==> config.mk <==
export PLATFORM = sky130hd
export DESIGN_NAME = shadow_stack_cfi
export DESIGN_NICKNAME = d
export VERILOG_FILES = /design/src/rtl/ariane_pkg.sv /design/src/rtl/shadow_stack_mem.sv /design/src/rtl/shadow_stack_cfi.sv
export SDC_FILE = /design/constraint.sdc
export NUM_CORES = 1
export LEC_CHECK = 0
export CAP_MARGIN = 20
export CORE_ASPECT_RATIO = 1.25
export CORE_MARGIN = 3
export CORE_UTILIZATION = 45
export DETAILED_ROUTE_END_ITERATION = 12
export GPL_TIMING_DRIVEN = 0
export MAX_ROUTING_LAYER = met4
export PLACE_DENSITY = 0.7
export SKIP_CTS_REPAIR_TIMING = 1
export SLEW_MARGIN = 20
export SYNTH_ARGS = -nofsm -noshare
export SYNTH_HDL_FRONTEND = slang
export SYNTH_SLANG_ARGS = --single-unit
export TNS_END_PERCENT = 30
==> constraint.sdc <==
create_clock -name clk_i -period 8.25 [get_ports clk_i]
set_input_delay 1.65 -clock clk_i [delete_from_list [all_inputs] [get_ports clk_i]]
set_output_delay 1.65 -clock clk_i [all_outputs]
set_load 0.03 [all_outputs]
==> src/rtl/ariane_pkg.sv <==
// Shared definitions for the front-end control-flow integrity logic:
// default shadow-stack depth and the resolved control-flow event encoding.
package ariane_pkg;

  localparam int unsigned SS_DEPTH = 16;

  typedef enum logic [1:0] {
    NONE    = 2'b00,
    CALL    = 2'b01,
    RET     = 2'b10,
    CALLRET = 2'b11
  } cf_event_e;

  // Classify a branch-unit resolve; nothing happens unless the resolve is valid.
  function automatic cf_event_e decode_cf(input logic valid, input logic is_call,
                                          input logic is_return);
    if (!valid) return NONE;
    return cf_event_e'({is_return, is_call});
  endfunction

endpackage

==> src/rtl/shadow_stack_mem.sv <==
// Circular LIFO of return addresses. A push onto a full stack overwrites the
// oldest entry and reports it on wrap_o; replace rewrites the current top.
module shadow_stack_mem #(
  parameter int unsigned DEPTH = 16,
  parameter int unsigned VLEN  = 32
) (
  input  logic                       clk_i,
  input  logic                       rst_ni,
  input  logic                       clear_i,
  input  logic                       push_i,
  input  logic                       pop_i,
  input  logic                       replace_i,
  input  logic [VLEN-1:0]            data_i,
  output logic [VLEN-1:0]            top_o,
  output logic [$clog2(DEPTH):0]     count_o,
  output logic                       wrap_o
);

  localparam int unsigned PW = $clog2(DEPTH);
  localparam int unsigned CW = PW + 1;

  logic [VLEN-1:0] mem_q [DEPTH];
  logic [PW-1:0]   ptr_q, ptr_d, top_idx;
  logic [CW-1:0]   cnt_q, cnt_d;
  logic            full;

  // ptr_q is the next free slot; the top lives one below it, modulo DEPTH.
  assign top_idx = ptr_q - PW'(1);
  assign full    = (cnt_q == CW'(DEPTH));
  assign wrap_o  = push_i & full;
  assign top_o   = mem_q[top_idx];
  assign count_o = cnt_q;

  always_comb begin
    ptr_d = ptr_q;
    cnt_d = cnt_q;
    if (push_i) begin
      ptr_d = ptr_q + PW'(1);
      if (!full) cnt_d = cnt_q + CW'(1);
    end else if (pop_i) begin
      ptr_d = top_idx;
      cnt_d = cnt_q - CW'(1);
    end
  end

  always_ff @(posedge clk_i) begin
    if (!rst_ni || clear_i) begin
      ptr_q <= '0;
      cnt_q <= '0;
    end else begin
      ptr_q <= ptr_d;
      cnt_q <= cnt_d;
    end
  end

  always_ff @(posedge clk_i) begin
    if (push_i) begin
      mem_q[ptr_q] <= data_i;
    end else if (replace_i) begin
      mem_q[top_idx] <= data_i;
    end
  end

endmodule

==> src/rtl/shadow_stack_cfi.sv <==
// Return-address shadow stack: records call links, compares returns against
// them, and raises a one-cycle mismatch pulse plus a sticky crash flag.
module shadow_stack_cfi
  import ariane_pkg::*;
#(
  parameter int unsigned DEPTH = SS_DEPTH,
  parameter int unsigned VLEN  = 32
) (
  input  logic                   clk_i,
  input  logic                   rst_ni,
  input  logic                   resolve_valid_i,
  input  logic                   is_call_i,
  input  logic                   is_return_i,
  input  logic [VLEN-1:0]        pc_i,
  input  logic                   is_compressed_i,
  input  logic [VLEN-1:0]        target_i,
  input  logic                   en_check_i,
  input  logic                   clear_i,
  output logic                   mismatch_o,
  output logic                   crash_o,
  output logic [VLEN-1:0]        bad_pc_o,
  output logic [$clog2(DEPTH):0] depth_o,
  output logic                   overflow_o
);

  cf_event_e                ev;
  logic [VLEN-1:0]          link;
  logic [VLEN-1:0]          top_entry;
  logic [$clog2(DEPTH):0]   count;
  logic                     empty, wrap;
  logic                     push, pop, replace, viol, hit;

  logic                     mismatch_q, crash_q, overflow_q;
  logic [VLEN-1:0]          bad_pc_q;

  assign ev    = decode_cf(resolve_valid_i, is_call_i, is_return_i);
  assign link  = pc_i + (is_compressed_i ? VLEN'(2) : VLEN'(4));
  assign empty = (count == '0);

  // An empty-stack return is only a violation if no entry was ever lost to wrap.
  always_comb begin
    push    = 1'b0;
    pop     = 1'b0;
    replace = 1'b0;
    viol    = 1'b0;
    if (!clear_i) begin
      unique case (ev)
        CALL: push = 1'b1;
        RET: begin
          if (!empty) begin
            pop  = 1'b1;
            viol = (top_entry != target_i);
          end else begin
            viol = ~overflow_q;
          end
        end
        CALLRET: begin
          if (!empty) begin
            replace = 1'b1;
            viol    = (top_entry != target_i);
          end else begin
            push = 1'b1;
            viol = ~overflow_q;
          end
        end
        default: ;
      endcase
    end
  end

  assign hit = viol & en_check_i;

  shadow_stack_mem #(
    .DEPTH (DEPTH),
    .VLEN  (VLEN)
  ) u_mem (
    .clk_i     (clk_i),
    .rst_ni    (rst_ni),
    .clear_i   (clear_i),
    .push_i    (push),
    .pop_i     (pop),
    .replace_i (replace),
    .data_i    (link),
    .top_o     (top_entry),
    .count_o   (count),
    .wrap_o    (wrap)
  );

  always_ff @(posedge clk_i) begin
    if (!rst_ni || clear_i) begin
      mismatch_q <= 1'b0;
      crash_q    <= 1'b0;
      overflow_q <= 1'b0;
      bad_pc_q   <= '0;
    end else begin
      mismatch_q <= hit;
      if (hit && !crash_q) begin
        crash_q  <= 1'b1;
        bad_pc_q <= pc_i;
      end
      if (wrap) overflow_q <= 1'b1;
    end
  end

  assign mismatch_o = mismatch_q;
  assign crash_o    = crash_q;
  assign overflow_o = overflow_q;
  assign bad_pc_o   = bad_pc_q;
  assign depth_o    = count;

endmodule
# After elaboration in Yosys (flattened, before gate mapping)
# Memory sizes are Yosys's and may differ from the RTL's.
# Index checks and enable logic that the tools add are counted.
[word_totals]
in_bits = 72
ramBits = 512
out_inout_bits = 40
regBits = 44
elab_cells = 56
n_memories = 1
[classes]
n_reduce_logical = 9
add_sub_neg = 5
n_mux = 26
bitwise_logic = 3
eq_ne = 6
[memory_table]
columns = ["name", "words", "width", "rd", "rd_ports_with_merged_regs", "write_ports", "line_no", "source"]
rows = [
  ["u_mem.mem_q", 16, 32, 1, 0, 1, "shadow_stack_mem.sv:22", "logic [VLEN-1:0] mem_q [DEPTH];"],
]
[op_table]
columns = ["op", "n"]
rows = [
  ["$add A32 B3 Y32", 1],
  ["$mux W32", 1],
  ["$ne A32 B32 Y1", 1],
  ["$reduce_or A32 Y1", 1],
  ["$mux W1", 16],
  ["$mux W5", 3],
  ["$mux W4", 3],
  ["$add A5 B1 Y5 const B", 1],
  ["$eq A5 B5 Y1 const B", 1],
  ["$logic_not A5 Y1", 1],
  ["$sub A5 B1 Y5 const B", 1],
  ["$add A4 B1 Y4 const B", 1],
  ["$eq A2 B2 Y1 const B", 2],
  ["$sub A4 B1 Y4 const B", 1],
  ["$mux W3", 1],
  ["$and A1 B1 Y1", 2],
  ["$eq A2 B1 Y1 const B", 1],
  ["$logic_not A1 Y1", 2],
  ["$mux W2", 1],
  ["$ne A2 B2 Y1 const B", 1],
  ["$pmux W1 S2", 1],
  ["$reduce_and A2 Y1", 1],
  ["$reduce_bool A2 Y1", 1],
  ["$reduce_or A2 Y1", 1],
  ["3 further kinds", 3],
]

# Longest topological paths before layout
[logic_depth]
word_depth = 9
ltp_mapped = 26
depth_no_buf = 12

# By module
# Synthesis repeated with hierarchy kept, for this count alone.
[unflattened]
hier_cells = 1101
hier_area_um2 = 22420.3
[modules_own_cells]
columns = ["module", "n_inst", "cells_per_inst", "area_per_inst_um2", "seq_area_each_um2"]
rows = [
  ["shadow_stack_mem", 1, 812, 19920.4, 15554.9],
  ["shadow_stack_cfi", 1, 289, 2499.9, 700.7],
]

# Worst setup path after synthesis
# OpenSTA, ideal clock, no wires.
[synth_path]
path_type = "register to register"
start = "reg u_mem.ptr_q[0]"
end = "reg bad_pc_q[0], in the netlist bad_pc_o[0]"
n_path_buf = 8
setup_slack_ns = 2.373
setup_ns = 0.072
required_ns = 8.178
period_less_slack_ns = 5.877
arrival_time_ns = 5.806
stages_incl_launch_ff = 21
cell_sequence = "dfxtp_1 > buf_4 > buf_2 > inv_2 > buf_1 > buf_1 > clkbuf_1 > ha_1 > buf_2 > xor2_4 > mux4_1 > mux4_2 > xor2_1 > a2111oi_2 > nand4_1 > or4_1 > or4_4 > nand3b_2 > buf_6 > buf_12 > mux2i_1"
[synth_via]
elab_chain_len = 8
[synth_lines]
columns = ["item", "line_no", "source"]
rows = [
  ["start: declaration", "shadow_stack_mem.sv:23", "logic [PW-1:0] ptr_q, ptr_d, top_idx;"],
  ["start signal: assignment", "shadow_stack_mem.sv:51", "ptr_q <= ptr_d;"],
  ["$sub A4 B1 Y4", "shadow_stack_mem.sv:28", "assign top_idx = ptr_q - PW'(1);"],
  ["$mem_v2 Z16 W32", "--", ""],
  ["$ne A32 B32 Y1", "shadow_stack_cfi.sv:52, shadow_stack_cfi.sv:60", ""],
  ["$mux W1", "shadow_stack_cfi.sv:50, shadow_stack_cfi.sv:58", ""],
  ["$mux W1", "--", ""],
  ["$mux W1", "shadow_stack_cfi.sv:46", "if (!clear_i) begin"],
  ["$and A1 B1 Y1", "shadow_stack_cfi.sv:71", "assign hit = viol & en_check_i;"],
  ["$logic_and A1 B1 Y1", "shadow_stack_cfi.sv:97", "if (hit && !crash_q) begin"],
  ["end signal: assignment", "shadow_stack_cfi.sv:99", "bad_pc_q <= pc_i;"],
  ["end: declaration", "shadow_stack_cfi.sv:34", "logic [VLEN-1:0] bad_pc_q;"],
]
# No other way between the ends.
# A chain may end at the register's enable or synchronous reset.

# Final worst setup path
[layout_path]
start = "reg u_mem.ptr_q[0]"
end = "reg bad_pc_q[16], in the netlist bad_pc_o[16]"
# Same word-level chain as after synthesis.

==> impl_metrics.py <==
metrics = {
    "global_routing": {
        "grt_max_degree": 19,
        "track_usage": 0.229,
        "grt_pass1_vias": 13100,
        "antenna_found_initial": 0,
        "gr-total-overflow": 0,
        "grt_pass1_wl_um": 87900,
    },
    "setup_path": {
        "worstPathArrival_ns": 8.40,
        "criticalPathCategory": "register to register",
        "ff2ff_setup_slack_ns": 0.34,
        "path_max_fanout": 10,
        "crit_path_top_delay_cell": "or4_1",
        "cp_common_cell": "buf_2",
        "startpoint_type": "register",
        "cp_top_family": "buffers and inverters",
        "required_ns": 8.75,
        "max_stage_delay_ns": 0.62,
        "path_buf_inv": 11,
        "end_kind": "register",
        "crit_chain": "buf_4, buf_2, inv_2, buf_1, clkbuf_2, clkbuf_2, ha_1, buf_2, buf_2, buf_1, mux4_2, mux2i_1, o221ai_1, a2111oi_2, nand4_1, or4_1, or4_4, nand3b_2, buf_6, buf_12, mux2i_1",
    },
    "synth": {
        "synth-edff-count": 512,
        "yosysUniqueCellTypes": 57,
        "syn_inst": 1291,
        "yosysSeqAreaShare": 0.714,
        "syn_avg_cell_area_um2": 17.6,
        "yosys_most_used_dff": "edfxtp_1",
        "synth_nets": 1372,
        "ys_ff_latch": 556,
        "synth_area_um2": 22800,
        "yosysWarnings": 0,
        "synth-async-reset-ratio": 0,
    },
    "sta": {
        "whs_ns": 0.464,
        "setup_viol": 0,
        "hold_violations": 0,
        "fin_skew_ns": 0.0184,
        "worst_slew_pin_slew_ns": 1.08,
        "slew_violations": 0,
        "clock.fmax_mhz": 126,
        "timing.slew.headroom": 0.275,
        "setup_ws_ns": 0.344,
        "min_period_ns": 7.91,
        "rsz0062_at_grt": "false",
        "fin_crit_sh": 0.958,
    },
    "floorplanning": {
        "core-area_um2": 49600,
        "num_io_pins": 112,
        "floorplan.initialDensity": 0.458,
        "die_area_um2": 53300,
        "die_y_um": 257,
        "row_count": 91,
        "dieWidth_um": 207,
    },
    "clocking": {
        "cts_made_buffers": 52,
        "clockRootBuffer": "clkbuf_16",
        "cts_buffer_depth": 3,
        "cts_tree": "yes",
        "clk_latency_ns": 0.58,
        "clk_pin_slew_worst_paths_ns": 0.06,
        "h-tree-depth": 2,
        "cts.sinks": 556,
    },
    "cells_and_area": {
        "nets": 1565,
        "syn2layout_area_growth_pct": 19.9,
        "drive_gt1_frac": 0.202,
    },
    "detailed_routing": {
        "wl_um": 60300,
        "ant_nets": 0,
        "wl_met1_um": 23500,
        "routed_via_density": 5.99,
        "vias": 13000,
        "top_layer": "met4",
        "drt_iter0_markers": 1388,
        "drc": 0,
        "wl_per_cell_um": 27.7,
        "wl_met3_um": 4820,
        "drt_first_pass_iters": 7,
        "routed-wl-met2_um": 29900,
    },
    "place": {
        "dp_hpwl_um": 40900,
        "gp_congestion": 0.921,
        "pre_cts_slack_ns": -0.246,
        "port_buffers": 111,
    },
    "power": {
        "ir_drop_uv": 158,
        "p_leak_nw": 8.92,
        "finalPower_mw": 5.68,
        "p_per_area_nw_per_um2": 208,
    },
    "worst_hold_path": {
        "hold_path_class": "register to register",
    },
    "flow_run": {
        "drv_cap": 0,
    },
    "status": {
        "outcome": "finished, final reports clean",
    },
}
==> cells in the mapped netlist, types with 3 or more instances <==
cell type  instances  share of area
edfxtp_1         512           0.68
nand2_1          145          0.024
mux4_2           115           0.11
mux2i_1           74          0.033
nor2_1            46         0.0076
dfxtp_1           44          0.039
nand3_1           42         0.0092
xnor2_1           34          0.013
xor2_1            30          0.012
clkbuf_1          24         0.0040
a21oi_1           19         0.0042
buf_2             18         0.0040
and3_1            15         0.0041
nand4_1           15         0.0041
a31oi_1           14         0.0038
nor2b_1           12         0.0033
nor3_1            12         0.0026
o21ai_0           12         0.0026
buf_1             11         0.0018
inv_1              9         0.0015
ha_1               7         0.0038
buf_4              6         0.0020
mux2_2             6         0.0030
nor4_1             6         0.0016
a2111oi_0          5         0.0019
or3_1              5         0.0014
buf_6              4         0.0020
nand2b_1           4         0.0011
o22ai_1            4         0.0011
and4_1             3         0.0012
buf_12             3         0.0026
==> path summary, 6_finish.rpt <==
check            startpoint           end  cells past startpoint
max          u_mem.ptr_q[0]  bad_pc_o[16]                     21
min            bad_pc_o[28]  bad_pc_o[28]                      2
max reg2reg  u_mem.ptr_q[0]  bad_pc_o[16]                     21
min reg2reg    bad_pc_o[28]  bad_pc_o[28]                      2
==> tightest hold or removal path: cells and delay by family (launching register included) <==
family        cells  cell delay [ns]
flops             1             0.31
mux               1             0.06
simple gates      1             0.05
==> registers in the layout, summed over array words and instances (netlist names) <==
| signal | count |
|---|---|
| crash_o | 1 |
| u_mem.mem_q | 512 |
| bad_pc_o | 32 |
| u_mem.count_o | 5 |
| u_mem.ptr_q | 4 |
| overflow_o | 1 |
| mismatch_o | 1 |
==> per-layer routing <==
metal / global-route usage / vias up
met5: - / -
met4: 0.0755 / 0
met3: 0.0335 / 128
met2: 0.372 / 697
met1: 0.301 / 6719
li1: - / 5474
==> layout by cell type, fill, tap and decap left out, types with 8 or more instances in the layout <==
cell | netlist | layout
buf_12 | 3 | 10
xnor2_2 | 0 | 20
nor2_1 | 46 | 30
clkinv_2 | 0 | 8
buf_16 | 0 | 19
dfxtp_1 | 44 | 44
nor3_1 | 12 | 12
clkbuf_16 | 0 | 52
xnor2_1 | 34 | 14
buf_2 | 18 | 18
inv_1 | 9 | 9
mux2i_1 | 74 | 74
and3_1 | 15 | 15
buf_6 | 4 | 8
clkbuf_1 | 24 | 36
edfxtp_1 | 512 | 512
nand2_1 | 145 | 145
clkinv_1 | 1 | 9
a21oi_1 | 19 | 19
nand3_1 | 42 | 42
o21ai_0 | 12 | 9
nand4_1 | 15 | 15
nor2_4 | 0 | 16
xor2_1 | 30 | 23
mux4_2 | 115 | 115
nor2b_1 | 12 | 12
a31oi_1 | 14 | 14
clkdlybuf4s50_1 | 0 | 111
==> stage by stage <==
step / TNS [ns] / util / instances / area, um2
detailed placement: -6.60 / 0.516 / 2083 / 25600
finish: 0 / 0.550 / 2175 / 27300
floorplan: 0 / - / 1291 / 22800
CTS: -6.75 / 0.548 / 2176 / 27200
global route: 0 / 0.549 / 2174 / 27300
global placement: -659.92 / 0.497 / 2053 / 24700
==> cell families (layout without fill, tap and decap cells) <==
logic type               Yosys count  count (layout)  synth area share
XOR/XNOR                          65              65            0.0258
AO/OA/AOI/OAI                     74              74            0.0214
multiplexers                     197             197             0.152
other                              0               1                 0
adder cells (fa/ha/maj)            9               9           0.00561
AND/OR/NAND/NOR                  313             313            0.0630
flip-flops                       556             556             0.714
buffers and inverters             77             309            0.0181
==> cell type report <==
class                           count  area [um2]
Antenna cell                        1        2.50
Buffer                             64         369
Clock buffer                       66        1350
Clock inverter                     27         215
Fill cell                        3863       22400
Inverter                           11        41.3
Multi-Input combinational cell    658        6410
Sequential cell                   556       16300
Tap cell                          651         815
Timing Repair Buffer              141        1820
==> power breakdown <==
part | internal [mW] | switching, mW
Sequential | 3.10 | 0.00392
Clock | 1.23 | 1.02
Combinational | 0.127 | 0.202
Total | 4.45 | 1.23
(Power assumes the default switching activity.)
